## config.mk

```make
export PLATFORM = sky130hd
export DESIGN_NAME = operand_mux_pipe
export DESIGN_NICKNAME = d
export VERILOG_FILES = /design/src/rtl/cpu_pkg.sv /design/src/rtl/operand_mux_pipe_sat_counter.sv /design/src/rtl/operand_mux_pipe.sv
export SDC_FILE = /design/constraint.sdc
export NUM_CORES = 1
export LEC_CHECK = 0
export CAP_MARGIN = 10
export CORE_ASPECT_RATIO = 0.7
export CORE_UTILIZATION = 40
export DETAILED_ROUTE_END_ITERATION = 10
export GPL_TIMING_DRIVEN = 0
export PLACE_DENSITY_LB_ADDON = 0.05
export SKIP_CTS_REPAIR_TIMING = 1
export SYNTH_ARGS = -nofsm -noshare
export SYNTH_HDL_FRONTEND = slang
export SYNTH_SLANG_ARGS = --single-unit
```

## constraint.sdc

```tcl
create_clock -name clk -period 4.06 [get_ports clk]
set_clock_uncertainty 0.2 [all_clocks]
set_input_delay 0.812 -clock clk [delete_from_list [all_inputs] [get_ports clk]]
set_output_delay 0.812 -clock clk [all_outputs]
set_load 0.005 [all_outputs]
```

## src/rtl/cpu_pkg.sv

```systemverilog
// ---------------------------------------------------------------------------
// cpu_pkg
// Shared constants and types for the CPU datapath blocks.
//   DATA_W              : native datapath width
//   FWD_REG/FWD_EX/...  : operand-forwarding select encodings. Every
//                         forwarding mux instance uses these values.
//   upd_e               : what the operand pipeline register does at an edge
//   sel_in_range()      : true when a binary select addresses a real input
// ---------------------------------------------------------------------------
package cpu_pkg;

    localparam int DATA_W = 32;

    // Forwarding-mux select encodings.
    localparam int FWD_REG = 0;
    localparam int FWD_EX  = 1;
    localparam int FWD_MEM = 2;

    // Register update action. Listed in increasing priority.
    typedef enum logic [1:0] {
        UPD_IDLE    = 2'd0,
        UPD_CAPTURE = 2'd1,
        UPD_STALL   = 2'd2,
        UPD_FLUSH   = 2'd3
    } upd_e;

    // A select can only exceed the input count when the count is not a
    // power of two. The compare is done on ints so that it stays
    // warning-free when every encoding is legal.
    function automatic logic sel_in_range(input int sel, input int num_in);
        return (sel < num_in);
    endfunction

endpackage

```

## src/rtl/operand_mux_pipe_sat_counter.sv

```systemverilog
// ---------------------------------------------------------------------------
// sat_counter
// Saturating up-counter used for per-source selection statistics.
//   clk   : rising-edge clock
//   rst   : asynchronous active-high reset, clears the count
//   inc   : count one event this cycle
//   clr   : synchronous clear; wins over a same-cycle inc
//   count : current value; sticks at all-ones instead of wrapping
// ---------------------------------------------------------------------------
module sat_counter #(
    parameter int CNT_W = 16
) (
    input  logic             clk,
    input  logic             rst,
    input  logic             inc,
    input  logic             clr,
    output logic [CNT_W-1:0] count
);

    logic at_max;

    assign at_max = (count == {CNT_W{1'b1}});

    always_ff @(posedge clk or posedge rst) begin
        if (rst) begin
            count <= '0;
        end else if (clr) begin
            count <= '0;
        end else if (inc && !at_max) begin
            count <= count + 1'b1;
        end
    end

endmodule

```

## src/rtl/operand_mux_pipe.sv

```systemverilog
// ---------------------------------------------------------------------------
// operand_mux_pipe
// N-to-1 operand select mux followed by a pipeline register. The register
// supports valid, stall-hold and flush. Each source has a saturating
// counter that records how often it was selected.
//
// Parameters
//   WIDTH       : data width of each input and of out
//   NUM_IN      : number of selectable inputs (2..16)
//   SEL_W       : select width, derived from NUM_IN
//   CNT_W       : width of each selection counter
//   DEFAULT_SEL : input used when Ctrl_Sel is out of range
//
// Ports
//   clk, rst    : clock, asynchronous active-high reset
//   In_data     : flattened inputs, input i at [i*WIDTH +: WIDTH]
//   Ctrl_Sel    : binary select
//   In_valid    : inputs/select meaningful this cycle
//   Ctrl_Stall  : hold registered state
//   Ctrl_Flush  : insert a bubble (beats Stall)
//   Ctrl_CntClr : synchronous clear of every counter
//   out         : registered selected data
//   out_valid   : out holds a captured value
//   out_sel     : registered index actually used
//   sel_err     : one-cycle pulse after an out-of-range capture
//   cnt_bus     : flattened counters, counter i at [i*CNT_W +: CNT_W]
// All outputs come straight from flops.
// ---------------------------------------------------------------------------
module operand_mux_pipe
    import cpu_pkg::*;
#(
    parameter int WIDTH       = DATA_W,
    parameter int NUM_IN      = 4,
    parameter int SEL_W       = $clog2(NUM_IN),
    parameter int CNT_W       = 16,
    parameter int DEFAULT_SEL = 0
) (
    input  logic                    clk,
    input  logic                    rst,
    input  logic [NUM_IN*WIDTH-1:0] In_data,
    input  logic [SEL_W-1:0]        Ctrl_Sel,
    input  logic                    In_valid,
    input  logic                    Ctrl_Stall,
    input  logic                    Ctrl_Flush,
    input  logic                    Ctrl_CntClr,
    output logic [WIDTH-1:0]        out,
    output logic                    out_valid,
    output logic [SEL_W-1:0]        out_sel,
    output logic                    sel_err,
    output logic [NUM_IN*CNT_W-1:0] cnt_bus
);

    upd_e              action;
    logic              sel_ok;
    logic [SEL_W-1:0]  eff_sel;
    logic [WIDTH-1:0]  sel_data;
    logic [NUM_IN-1:0] inc_vec;

    // Out-of-range selects fall back to DEFAULT_SEL.
    assign sel_ok  = sel_in_range(int'(Ctrl_Sel), NUM_IN);
    assign eff_sel = sel_ok ? Ctrl_Sel : SEL_W'(DEFAULT_SEL);

    // Flush > Stall > capture > idle.
    always_comb begin
        action = UPD_IDLE;
        if (Ctrl_Flush) begin
            action = UPD_FLUSH;
        end else if (Ctrl_Stall) begin
            action = UPD_STALL;
        end else if (In_valid) begin
            action = UPD_CAPTURE;
        end
    end

    // The loop visits only real inputs. An out-of-range index therefore
    // can never read past the end of In_data.
    always_comb begin
        sel_data = In_data[DEFAULT_SEL*WIDTH +: WIDTH];
        for (int i = 0; i < NUM_IN; i++) begin
            if (eff_sel == SEL_W'(i)) begin
                sel_data = In_data[i*WIDTH +: WIDTH];
            end
        end
    end

    // Only in-range captures are counted. A fallback to DEFAULT_SEL is an
    // error, not a real use of that source.
    always_comb begin
        inc_vec = '0;
        if ((action == UPD_CAPTURE) && sel_ok) begin
            for (int i = 0; i < NUM_IN; i++) begin
                if (Ctrl_Sel == SEL_W'(i)) begin
                    inc_vec[i] = 1'b1;
                end
            end
        end
    end

    // Idle keeps out/out_sel so a later stage can still read the last
    // value. Only the valid flag drops.
    always_ff @(posedge clk or posedge rst) begin
        if (rst) begin
            out       <= '0;
            out_valid <= 1'b0;
            out_sel   <= '0;
            sel_err   <= 1'b0;
        end else begin
            case (action)
                UPD_FLUSH: begin
                    out       <= '0;
                    out_valid <= 1'b0;
                    out_sel   <= '0;
                    sel_err   <= 1'b0;
                end
                UPD_STALL: begin
                    sel_err   <= 1'b0;
                end
                UPD_CAPTURE: begin
                    out       <= sel_data;
                    out_valid <= 1'b1;
                    out_sel   <= eff_sel;
                    sel_err   <= !sel_ok;
                end
                default: begin
                    out_valid <= 1'b0;
                    sel_err   <= 1'b0;
                end
            endcase
        end
    end

    // One counter per source. The clear ignores Stall and Flush.
    for (genvar g = 0; g < NUM_IN; g++) begin : g_cnt
        sat_counter #(
            .CNT_W (CNT_W)
        ) u_cnt (
            .clk   (clk),
            .rst   (rst),
            .inc   (inc_vec[g]),
            .clr   (Ctrl_CntClr),
            .count (cnt_bus[g*CNT_W +: CNT_W])
        );
    end

endmodule

```

==> After elaboration in Yosys (flattened, before gate mapping) <==
Index checks and enable logic that the tools add are counted.
{ "word_totals": {"regBits": 99, "inputBits": 136} }
{ "classes": {"addsub": 4, "n_reduce_logical": 14, "n_mux": 22, "n_eq_ne": 10} }
{ "ops": {"columns": ["operator", "count"], "rows": [
  ["$mux W16", 8],
  ["$mux W32", 3],
  ["$add A16 B1 Y16 const B", 4],
  ["$eq A16 B16 Y1 const B", 4],
  ["$pmux W32 S2", 1],
  ["$reduce_bool A2 Y1", 5],
  ["$eq A2 B2 Y1 const B", 4],
  ["$mux W1", 5],
  ["$eq A2 B1 Y1 const B", 2],
  ["$logic_and A1 B1 Y1", 4],
  ["$logic_not A1 Y1", 4],
  ["$mux W2", 2],
  ["$mux W4", 1],
  ["$pmux W2 S2", 1],
  ["$logic_not A2 Y1", 1],
  ["$pmux W1 S2", 1]
]} }

==> Logic depth before layout (Yosys ltp) <==
Gate-level depths: netlist of the first run.
{ "logic_depth": {"depth_word": 8, "ltp_mapped": 6} }

==> Modules after synthesis <==
Synthesis of the first run repeated with hierarchy kept, for this count alone.
{ "unflattened": {"hier_cells": 617, "area_unflattened_um2": 5863.1} }
{ "by_module_without_submodules": {"columns": ["mod", "instances", "cells_each", "seq_area_each_um2", "area_each_um2"], "rows": [
  ["sat_counter", 4, 104, 400.4, 922.1],
  ["operand_mux_pipe", 1, 201, 875.8, 2174.6]
]} }

==> Worst setup path after synthesis of the first run <==
Ideal clock, no wire load.
{ "synth_timing": {"path_kind": "input-to-reg", "startpoint": "input Ctrl_Sel[0]", "endpoint": "register g_cnt[0].u_cnt.count[13]", "arrival_ns": 2.681, "setup_ns": 0.125, "slack_ns": 1.054, "stages": 6, "path_buffers": 2, "required_ns": 3.735, "cell_sequence": "buf_4 -> or4b_4 -> or4_1 -> buf_2 -> nor4_1 -> mux2_2"} }
{ "synth_between": {"elab_chain_len": 5} }
{ "synth_rtl": {"columns": ["item", "line_no", "text"], "rows": [
  ["start: declaration", "operand_mux_pipe.sv:41", "input logic [SEL_W-1:0] Ctrl_Sel,"],
  ["$logic_not A2 Y1", "operand_mux_pipe.sv:92", "if (Ctrl_Sel == SEL_W'(i)) begin"],
  ["$mux W1", "operand_mux_pipe.sv:92", null],
  ["$mux W4", "operand_mux_pipe.sv:90", "if ((action == UPD_CAPTURE) && sel_ok) begin"],
  ["$logic_and A1 B1 Y1", "operand_mux_pipe_sat_counter.sv:29", "end else if (inc && !at_max) begin"],
  ["$reduce_bool A2 Y1 (no source line)", null, null],
  ["end signal: assignment", "operand_mux_pipe_sat_counter.sv:30", "count <= count + 1'b1;"],
  ["end: declaration", "operand_mux_pipe_sat_counter.sv:17", "output logic [CNT_W-1:0] count"]
]} }
Every way passes these cells.
A chain may end at the register's enable or synchronous reset.

==> Worst setup path in the final report of the first run <==
{ "layout_timing": {"startpoint": "input Ctrl_Stall", "endpoint": "register g_cnt[0].u_cnt.count[13]"} }
{ "layout_between": {"elab_chain_len": 6} }
{ "layout_rtl": {"columns": ["item", "line_no", "text"], "rows": [
  ["start: declaration", "operand_mux_pipe.sv:43", "input logic Ctrl_Stall,"],
  ["$mux W2", "operand_mux_pipe.sv:68", "end else if (Ctrl_Stall) begin"],
  ["$mux W2", "operand_mux_pipe.sv:66", "if (Ctrl_Flush) begin"],
  ["$eq A2 B1 Y1", "operand_mux_pipe.sv:90", null],
  ["$mux W4", "operand_mux_pipe.sv:90", null],
  ["$logic_and A1 B1 Y1", "operand_mux_pipe_sat_counter.sv:29", null],
  ["$reduce_bool A2 Y1 (no source line)", null, null]
]} }
Every way passes these cells.

==> results of run 1 <==
## worst min-delay path by stage
| stage | startpoint | to | depth (start not counted) |
|---|---|---|---|
| after floorplan | out_sel[0] | out_sel[0] | 2 |
| final | out_sel[0] | out_sel[0] | 2 |
| after detailed placement | out_sel[0] | out_sel[0] | 2 |
| after global routing | out_sel[0] | out_sel[0] | 2 |
| after CTS | out_sel[0] | out_sel[0] | 2 |
| after global placement | out_sel[0] | out_sel[0] | 2 |
## power by group through the flow
| stage | clock (mW) | sequential [mW] | combinational (mW) |
|---|---|---|---|
| after floorplan | 0 | 1.04 | 0.134 |
| after global placement | 0 | 1.04 | 0.341 |
| after detailed placement | 0 | 1.04 | 0.351 |
| after CTS | 0.957 | 1.02 | 0.354 |
| after global routing | 1.00 | 1.02 | 0.376 |
| final | 0.941 | 1.02 | 0.350 |
## stage by stage
stage                     utilization, %  power [mW]  setup slack, ns  hold WS (ns)
final                              61.80       2.309           0.7825        0.2798
after global placement             59.20       1.377           -1.133        0.2666
after global routing               61.80       2.398           0.6426        0.3159
after detailed placement           59.41       1.388           0.4167        0.2676
after CTS                          61.77       2.328           0.7866        0.2840
after floorplan                        -       1.172           0.4576        0.2711
## layout by cell type, fill, tap and decap left out, types with 3 or more instances in the layout
| master | netlist | layout |
|---|---|---|
| sky130_fd_sc_hd__and3_1 | 7 | 7 |
| sky130_fd_sc_hd__nand4_1 | 20 | 20 |
| sky130_fd_sc_hd__a31oi_1 | 4 | 4 |
| sky130_fd_sc_hd__ha_1 | 4 | 4 |
| sky130_fd_sc_hd__o311ai_0 | 3 | 3 |
| sky130_fd_sc_hd__buf_1 | 5 | 5 |
| sky130_fd_sc_hd__clkbuf_16 | 0 | 9 |
| sky130_fd_sc_hd__a211oi_1 | 7 | 7 |
| sky130_fd_sc_hd__o31ai_1 | 26 | 26 |
| sky130_fd_sc_hd__nor3_1 | 14 | 14 |
| sky130_fd_sc_hd__clkbuf_1 | 26 | 26 |
| sky130_fd_sc_hd__mux2_2 | 9 | 9 |
| sky130_fd_sc_hd__dfrtp_1 | 99 | 99 |
| sky130_fd_sc_hd__a22o_1 | 33 | 33 |
| sky130_fd_sc_hd__nor2_1 | 24 | 24 |
| sky130_fd_sc_hd__o41ai_1 | 4 | 4 |
| sky130_fd_sc_hd__nand2_1 | 27 | 27 |
| sky130_fd_sc_hd__nand3_1 | 26 | 26 |
| sky130_fd_sc_hd__mux4_2 | 32 | 32 |
| sky130_fd_sc_hd__nor2b_1 | 8 | 8 |
| sky130_fd_sc_hd__or3_1 | 13 | 13 |
| sky130_fd_sc_hd__inv_1 | 12 | 11 |
| sky130_fd_sc_hd__a21oi_1 | 42 | 42 |
| sky130_fd_sc_hd__and4_1 | 6 | 6 |
| sky130_fd_sc_hd__or4_1 | 27 | 27 |
| sky130_fd_sc_hd__nor4_1 | 12 | 12 |
| sky130_fd_sc_hd__clkdlybuf4s50_1 | 0 | 231 |
| sky130_fd_sc_hd__clkinv_2 | 0 | 3 |
| sky130_fd_sc_hd__o21ai_0 | 11 | 11 |
| sky130_fd_sc_hd__o31a_1 | 3 | 3 |
| sky130_fd_sc_hd__mux2i_1 | 3 | 3 |
## metal layers
layer,share of wire [%],GRT usage (%)
met3,6.2,4.870
met2,47,38.76
met1,45,35.76
met4,1.1,6.073
met5,0,0
## area by class of cell
class	instances	area, µm²	area share, %
plain buffers	36	152.6	1.775
multi-input cells	385	3014	35.04
repair buffers	233	2345	27.26
clock buffers	11	252.7	2.938
clock inverters	5	75.07	0.8727
flip-flops and latches	99	2477	28.80
inverters	12	47.55	0.5527
well taps	190	237.7	2.764
## Yosys cell counts (2+ instances only)
cell type	number	share of area (%)
sky130_fd_sc_hd__buf_4	2	0.26
sky130_fd_sc_hd__a31oi_1	4	0.44
sky130_fd_sc_hd__nand4_1	20	2.2
sky130_fd_sc_hd__and4_1	6	0.92
sky130_fd_sc_hd__nand3_1	26	2.3
sky130_fd_sc_hd__a21oi_1	42	3.7
sky130_fd_sc_hd__buf_1	5	0.33
sky130_fd_sc_hd__nor2_1	24	1.6
sky130_fd_sc_hd__mux2_2	9	1.8
sky130_fd_sc_hd__o41ai_1	4	0.62
sky130_fd_sc_hd__inv_1	12	0.79
sky130_fd_sc_hd__o31ai_1	26	3.4
sky130_fd_sc_hd__or3_1	13	1.4
sky130_fd_sc_hd__o31a_1	3	0.46
sky130_fd_sc_hd__o21ai_0	11	0.97
sky130_fd_sc_hd__ha_1	4	0.88
sky130_fd_sc_hd__clkbuf_1	26	1.7
sky130_fd_sc_hd__and2_1	2	0.22
sky130_fd_sc_hd__o211ai_1	2	0.26
sky130_fd_sc_hd__mux2i_1	3	0.53
sky130_fd_sc_hd__o21a_1	2	0.26
sky130_fd_sc_hd__nand2_1	27	1.8
sky130_fd_sc_hd__dfrtp_1	99	44
sky130_fd_sc_hd__nor4_1	12	1.3
sky130_fd_sc_hd__a311oi_1	2	0.31
sky130_fd_sc_hd__or4_1	27	3.6
sky130_fd_sc_hd__nor3_1	14	1.2
sky130_fd_sc_hd__mux4_2	32	13
sky130_fd_sc_hd__a22o_1	33	5.1
sky130_fd_sc_hd__a211oi_1	7	0.92
sky130_fd_sc_hd__a2111oi_0	2	0.31
sky130_fd_sc_hd__and3_1	7	0.77
sky130_fd_sc_hd__o311ai_0	3	0.46
sky130_fd_sc_hd__nor2b_1	8	0.88
sky130_fd_sc_hd__buf_2	2	0.18
## registers in the layout (all words and copies together), names as in the netlist
name and cells:
g_cnt.u_cnt.count 64, out 32, out_sel 2, out_valid 1
## worst register-to-register path: stages (launching register included)
cell,delay (ns)
sky130_fd_sc_hd__dfrtp_1,0.43
sky130_fd_sc_hd__ha_1,0.23
sky130_fd_sc_hd__nand4_1,0.23
sky130_fd_sc_hd__or3_1,0.46
sky130_fd_sc_hd__a2111oi_0,0.57
sky130_fd_sc_hd__mux2_2,0.40
## cell families after synthesis
| logic type | Yosys count | synth area share [%] |
|---|---|---|
| AO/OA/AOI/OAI | 143 | 17.57 |
| adder cells (fa/ha/maj) | 4 | 0.8797 |
| buffers and inverters | 48 | 3.475 |
| flip-flops | 99 | 43.55 |
| multiplexers | 44 | 14.98 |
| other | 1 | 0.06591 |
| AND/OR/NAND/NOR | 193 | 19.49 |
==> metrics.yaml, run 1 <==
status: "complete, no violations"
yosys.cell_types.count: 46
detailedRoute.firstPassIterationCount: 5
hold_class: "flip-flop to flip-flop"
yosysWarningCount: 0
critical_path.n_buffers_inverters: 2
wl_per_cell_um: 19.11
powerDensity_mw_per_mm2: 268.4
timing.final.crit_period_ns: 3.277
critical-path-top-delay-family: "simple AND/OR/NAND/NOR gates"
ys_seq_elements: 99
worst_path_largest_cell_delay_ns: 0.61
cellInternalPower_mw: 1.798
setup.reg_to_reg.worst_slack_ns: 1.44
vias_per_cell: 5.880
clock_power_share_pct: 40.8
grt_setup_unrepaired: "no"
ctsLongestPathBuffers: 2
timing.critical_path.cells: "clkdlybuf4s50_1 > or4b_4 > or4_1 > buf_2 > nor4_1 > mux2_2"
totalWireLength_um: 18560
placed_area_mm2: 0.008269
r2r_end: "g_cnt[1].u_cnt.count[12]"
vias_in_the_first_global_route: 5414
worstRegToRegCells: 5
endpoint_kind: "flip-flop"
synth_area_per_cell_um2: 10.69
drt_first_iter_violations: 468
drc: 0
regToRegStartpoint: "g_cnt[1].u_cnt.count[0]"
die_width_um: 144.5
synth.cell_area_mm2: 0.005689
syn-num-nets: 672
max-vdd-ir-drop_mv: 0.2343
finalNetCount: 916
critical_path_arrival_ns: 3.31
synthFlopType: "sky130_fd_sc_hd__dfrtp_1"
cp-startpoint: "Ctrl_Stall"
crit_path_max_delay_cell_type: "sky130_fd_sc_hd__or4b_4"
finalNonFillerCells: 971
post-route-period-util_pct: 80.73
htreeDepth: 3
clkSlewWorstSetupHoldPaths_ns: 0.07
initial_core_util_pct: 40.88
seqPwrFrac_pct: 44.1
antenna_cells_inserted: 0
finalMaxSlewViolations: 0
global_route_wire_length_before_repair_um: 28120
cap_violations: 0
fillerInstances: 1166
ioPinCount: 236
clock_tree.root_cell: "sky130_fd_sc_hd__clkbuf_16"
worst-path-max-fanout: 9
criticalPathCategory: "primary input to flip-flop"
relSlewSlack_pct: 21.11
numCtsBuffers: 9
cts.sink_count: 99
core-area_mm2: 0.01392
setup.worst_path.end: "g_cnt[0].u_cnt.count[13]"
place.gp.congestion: 0.8947
synth_enable_flop_cells: 0
power.static_leakage_nw: 3.184
p_sw_share_pct: 22.12
achievable-frequency_ghz: 0.3051
worstSetupStartpointType: "primary input"
routed-via-count: 5709
worstSetupPathDepth: 6
setup-violations-final: 0
maximum_number_of_pins_on_one_net_before_global_route_repair: 70
hpwl_um: 13990
worst_skew_pair.late_latency_ns: 0.35
stdcell_area_mm2: 0.008602
syn_to_final_growth_pct: 51.20
antenna_violations_before_repair: 0
ys_async_sr_fraction_pct: 100.0
setup_total_negative_slack_ns: 0
timing_worst_slew_pin_value_ns: 1.173
detail-route-antenna-nets: 0
port_buffers: 231
globalRouteOverflowTotal: 0
timing.final.hold_violations: 0
postSynthCellCount: 532
globalRouteTotalUtil_pct: 24.92
tritoncts: "done"
floorplan.die_area_mm2: 0.01471
final_layout_size_suffix_gt1_share_pct: 8.963
place_inst: 954
placementRows: 36
synth-seq-area-share_pct: 43.55
chipHeight_um: 101.8
combPwrFrac_pct: 15.1
total_switching_power_mw: 0.5106
worstPathRequired_ns: 4.09
Power figures use the tool's default switching activity.
==> inputs of run 2 (changes only) <==
==> constraint.sdc (replaced) <==
create_clock -name clk -period 3.1 [get_ports clk]
set_clock_uncertainty 0.2 [all_clocks]
set_input_delay 0.62 -clock clk [delete_from_list [all_inputs] [get_ports clk]]
set_output_delay 0.62 -clock clk [all_outputs]
set_load 0.005 [all_outputs]
==> run 2 against run 1 <==
Compared with the run above:
- worst hold slack worse by 0.022 ns
- core utilization up 0.25 points
- sequential share of layout area down 0.12 points
- routed wire length down 2.6%
- first-iteration DRC count down 18%
- die area unchanged
- flip-flop and latch count unchanged
- setup slack worse by 0.73 ns
- global-route usage down 0.66 points
- critical path type unchanged
- critical endpoint is now g_cnt[0].u_cnt.count[11]
- largest power group unchanged
==> metrics.yaml, run 2 (same netlist as run 1, synthesis figures left out) <==
placementRows: 36  # unchanged
detailedRoute.firstPassIterationCount: 4  # -1
layout_top_registers: "g_cnt.u_cnt.count x64, out x32, out_sel x2"
post-route-util_pct: 62.06  # +0.25 points
numCtsBuffers: 9  # unchanged
htreeDepth: 3  # unchanged
criticalPathCategory: "primary input to flip-flop"
finalMaxSlewViolations: 0  # unchanged
placed_area_mm2: 0.008283  # +0.17%
most_common_cell_after_layout_fill_and_taps_aside: "sky130_fd_sc_hd__clkdlybuf4s50_1"
vias_per_cell: 5.877  # about the same
multi_input_area_mm2: 0.003027  # +0.42%
power.static_leakage_nw: 3.182  # about the same
timing.final.hold_violations: 0  # unchanged
wl_per_cell_um: 18.62  # -2.6%
relSlewSlack_pct: 22.14  # +1.0 points
post-route-period-util_pct: 98.25
hpwl_um: 13950  # -0.29%
layout_common_cells: "sky130_fd_sc_hd__clkdlybuf4s50_1 (231), sky130_fd_sc_hd__dfrtp_1 (99), sky130_fd_sc_hd__a21oi_1 (42), sky130_fd_sc_hd__a22o_1 (33), sky130_fd_sc_hd__mux4_2 (32)"
totalWireLength_um: 18080  # -2.6%
fillerInstances: 1137  # -2.5%
global_route_wire_length_before_repair_um: 27690  # -1.5%
place_inst: 955  # +0.10%
largest_reg_flops: 64  # unchanged
hold_class: "primary input to flip-flop"
stdcell_area_mm2: 0.008637  # +0.41%
grt_setup_unrepaired: "yes"
maximum_number_of_pins_on_one_net_before_global_route_repair: 44  # -37%
timing_worst_slew_pin_value_ns: 1.157  # -0.01538 ns
report.power.total_mw: 3.068  # +33%
ioPinCount: 236  # unchanged
timing.final.crit_period_ns: 3.046
vias_in_the_first_global_route: 5318  # -1.8%
sequential_cell_area_mm2: 0.002477  # unchanged
globalRouteTotalUtil_pct: 24.26  # -0.66 points
cts.sink_count: 99  # unchanged
die_width_um: 144.5  # unchanged
tritoncts: "done"
chipHeight_um: 101.8  # unchanged
setup_total_negative_slack_ns: 0  # unchanged
endpoint_kind: "flip-flop"
port_buffers: 231  # unchanged
worst-path-max-fanout: 9  # unchanged
initial_core_util_pct: 40.88  # unchanged
syn_to_final_growth_pct: 51.81
final_layout_size_suffix_gt1_share_pct: 9.219  # +0.26 points
routed-via-count: 5707  # -0.035%
worstPathRequired_ns: 3.12  # -0.97 ns
setup-violations-final: 0  # unchanged
finalNonFillerCells: 971  # unchanged
detail-route-antenna-nets: 0  # unchanged
place.gp.congestion: 0.8976  # +0.32%
status: "complete, no violations"
floorplan.die_area_mm2: 0.01471  # unchanged
clkSlewWorstSetupHoldPaths_ns: 0.07  # about the same
ctsLongestPathBuffers: 2  # unchanged
drt_first_iter_violations: 386  # -18%
achievable-frequency_ghz: 0.3283
clock_tree.root_cell: "sky130_fd_sc_hd__clkbuf_16"
worst_skew_pair.late_latency_ns: 0.34  # about the same
finalNetCount: 916  # unchanged
antenna_violations_before_repair: 0  # unchanged
core-area_mm2: 0.01392  # unchanged
top_register: "g_cnt.u_cnt.count"
critical_path_arrival_ns: 3.07  # -0.24 ns
antenna_cells_inserted: 0  # unchanged
globalRouteOverflowTotal: 0  # unchanged
drc: 0  # unchanged
cap_violations: 0  # unchanged
worstSetupStartpointType: "primary input"
powerDensity_mw_per_mm2: 355.3  # +32%
max-vdd-ir-drop_mv: 0.2631  # +12%
## run 2: changes by cell type in the layout (fill, tap and decap cells not counted), moves of 2 or more
| cell | delta |
|---|---|
| sky130_fd_sc_hd__buf_12 | +2 |
| sky130_fd_sc_hd__clkbuf_8 | -2 |
| sky130_fd_sc_hd__clkinvlp_4 | +2 |
| sky130_fd_sc_hd__nor4_1 | -2 |
| sky130_fd_sc_hd__nor4_2 | +2 |
## run 2: final cells by class
type / count / share of cell area [%]
Buffer: 36 / 1.767
Clock buffer: 9 / 2.608
Clock inverter: 7 / 1.347
Inverter: 12 / 0.5650
Multi-Input combinational cell: 385 / 35.04
Sequential cell: 99 / 28.68
Tap cell: 190 / 2.752
Timing Repair Buffer: 233 / 27.23
## run 2: final timing paths
| check | start | end | slack [ns] | cells after the start |
|---|---|---|---|---|
| hold / removal | Ctrl_Flush | out_valid | 0.26 | 2 |
| max in group asynchronous | rst | g_cnt[3].u_cnt.count[0] | 1.67 | 3 |
| hold reg to reg | out_sel[0] | out_sel[0] | 0.29 | 2 |
| setup / recovery | Ctrl_Stall | g_cnt[0].u_cnt.count[11] | 0.05 | 6 |
| min in group asynchronous | rst | g_cnt[2].u_cnt.count[11] | 0.46 | 2 |
| setup reg to reg | g_cnt[1].u_cnt.count[0] | g_cnt[1].u_cnt.count[12] | 0.40 | 5 |
## run 2: where the power goes
part	switching (mW)	internal, mW	total (mW)	leakage [nW]
clock network	0.490	0.787	1.28	0.165
logic	0.167	0.292	0.458	1.65
registers	0.0157	1.32	1.33	1.37
## run 2: per-stage QoR
step | setup slack (ns) | hold WS (ns)
floorplan | 0.2864 | 0.2711
global placement | -0.3405 | 0.2667
detailed placement | -0.3528 | 0.2725
CTS | 0.01617 | 0.2523
global route | -0.05509 | 0.2512
finish | 0.05417 | 0.2578
## run 2: metal layers
| layer | global-route usage [%] | part of all wire (%) |
|---|---|---|
| met1 | 34.78 | 45 |
| met2 | 38.39 | 48 |
| met5 | 0 | 0 |
| met4 | 3.968 | 0.77 |
| met3 | 5.106 | 6.6 |
## run 2: worst max-delay path: stages
cell and delay (ns):
sky130_fd_sc_hd__clkdlybuf4s50_1 0.49, sky130_fd_sc_hd__or4b_4 0.61, sky130_fd_sc_hd__or4_1 0.47, sky130_fd_sc_hd__buf_2 0.19, sky130_fd_sc_hd__nor4_1 0.32, sky130_fd_sc_hd__mux2_2 0.37
==> inputs of run 3 (changes only) <==
--- a/config.mk
+++ b/config.mk
@@ -11,7 +11,9 @@
 export DETAILED_ROUTE_END_ITERATION = 10
 export GPL_TIMING_DRIVEN = 0
 export PLACE_DENSITY_LB_ADDON = 0.05
+export SETUP_SLACK_MARGIN = 0.02
 export SKIP_CTS_REPAIR_TIMING = 1
 export SYNTH_ARGS = -nofsm -noshare
 export SYNTH_HDL_FRONTEND = slang
 export SYNTH_SLANG_ARGS = --single-unit
+export TNS_END_PERCENT = 50
==> results of run 3 <==
No change in the layout: final DEF, timing and power equal those of run 2.
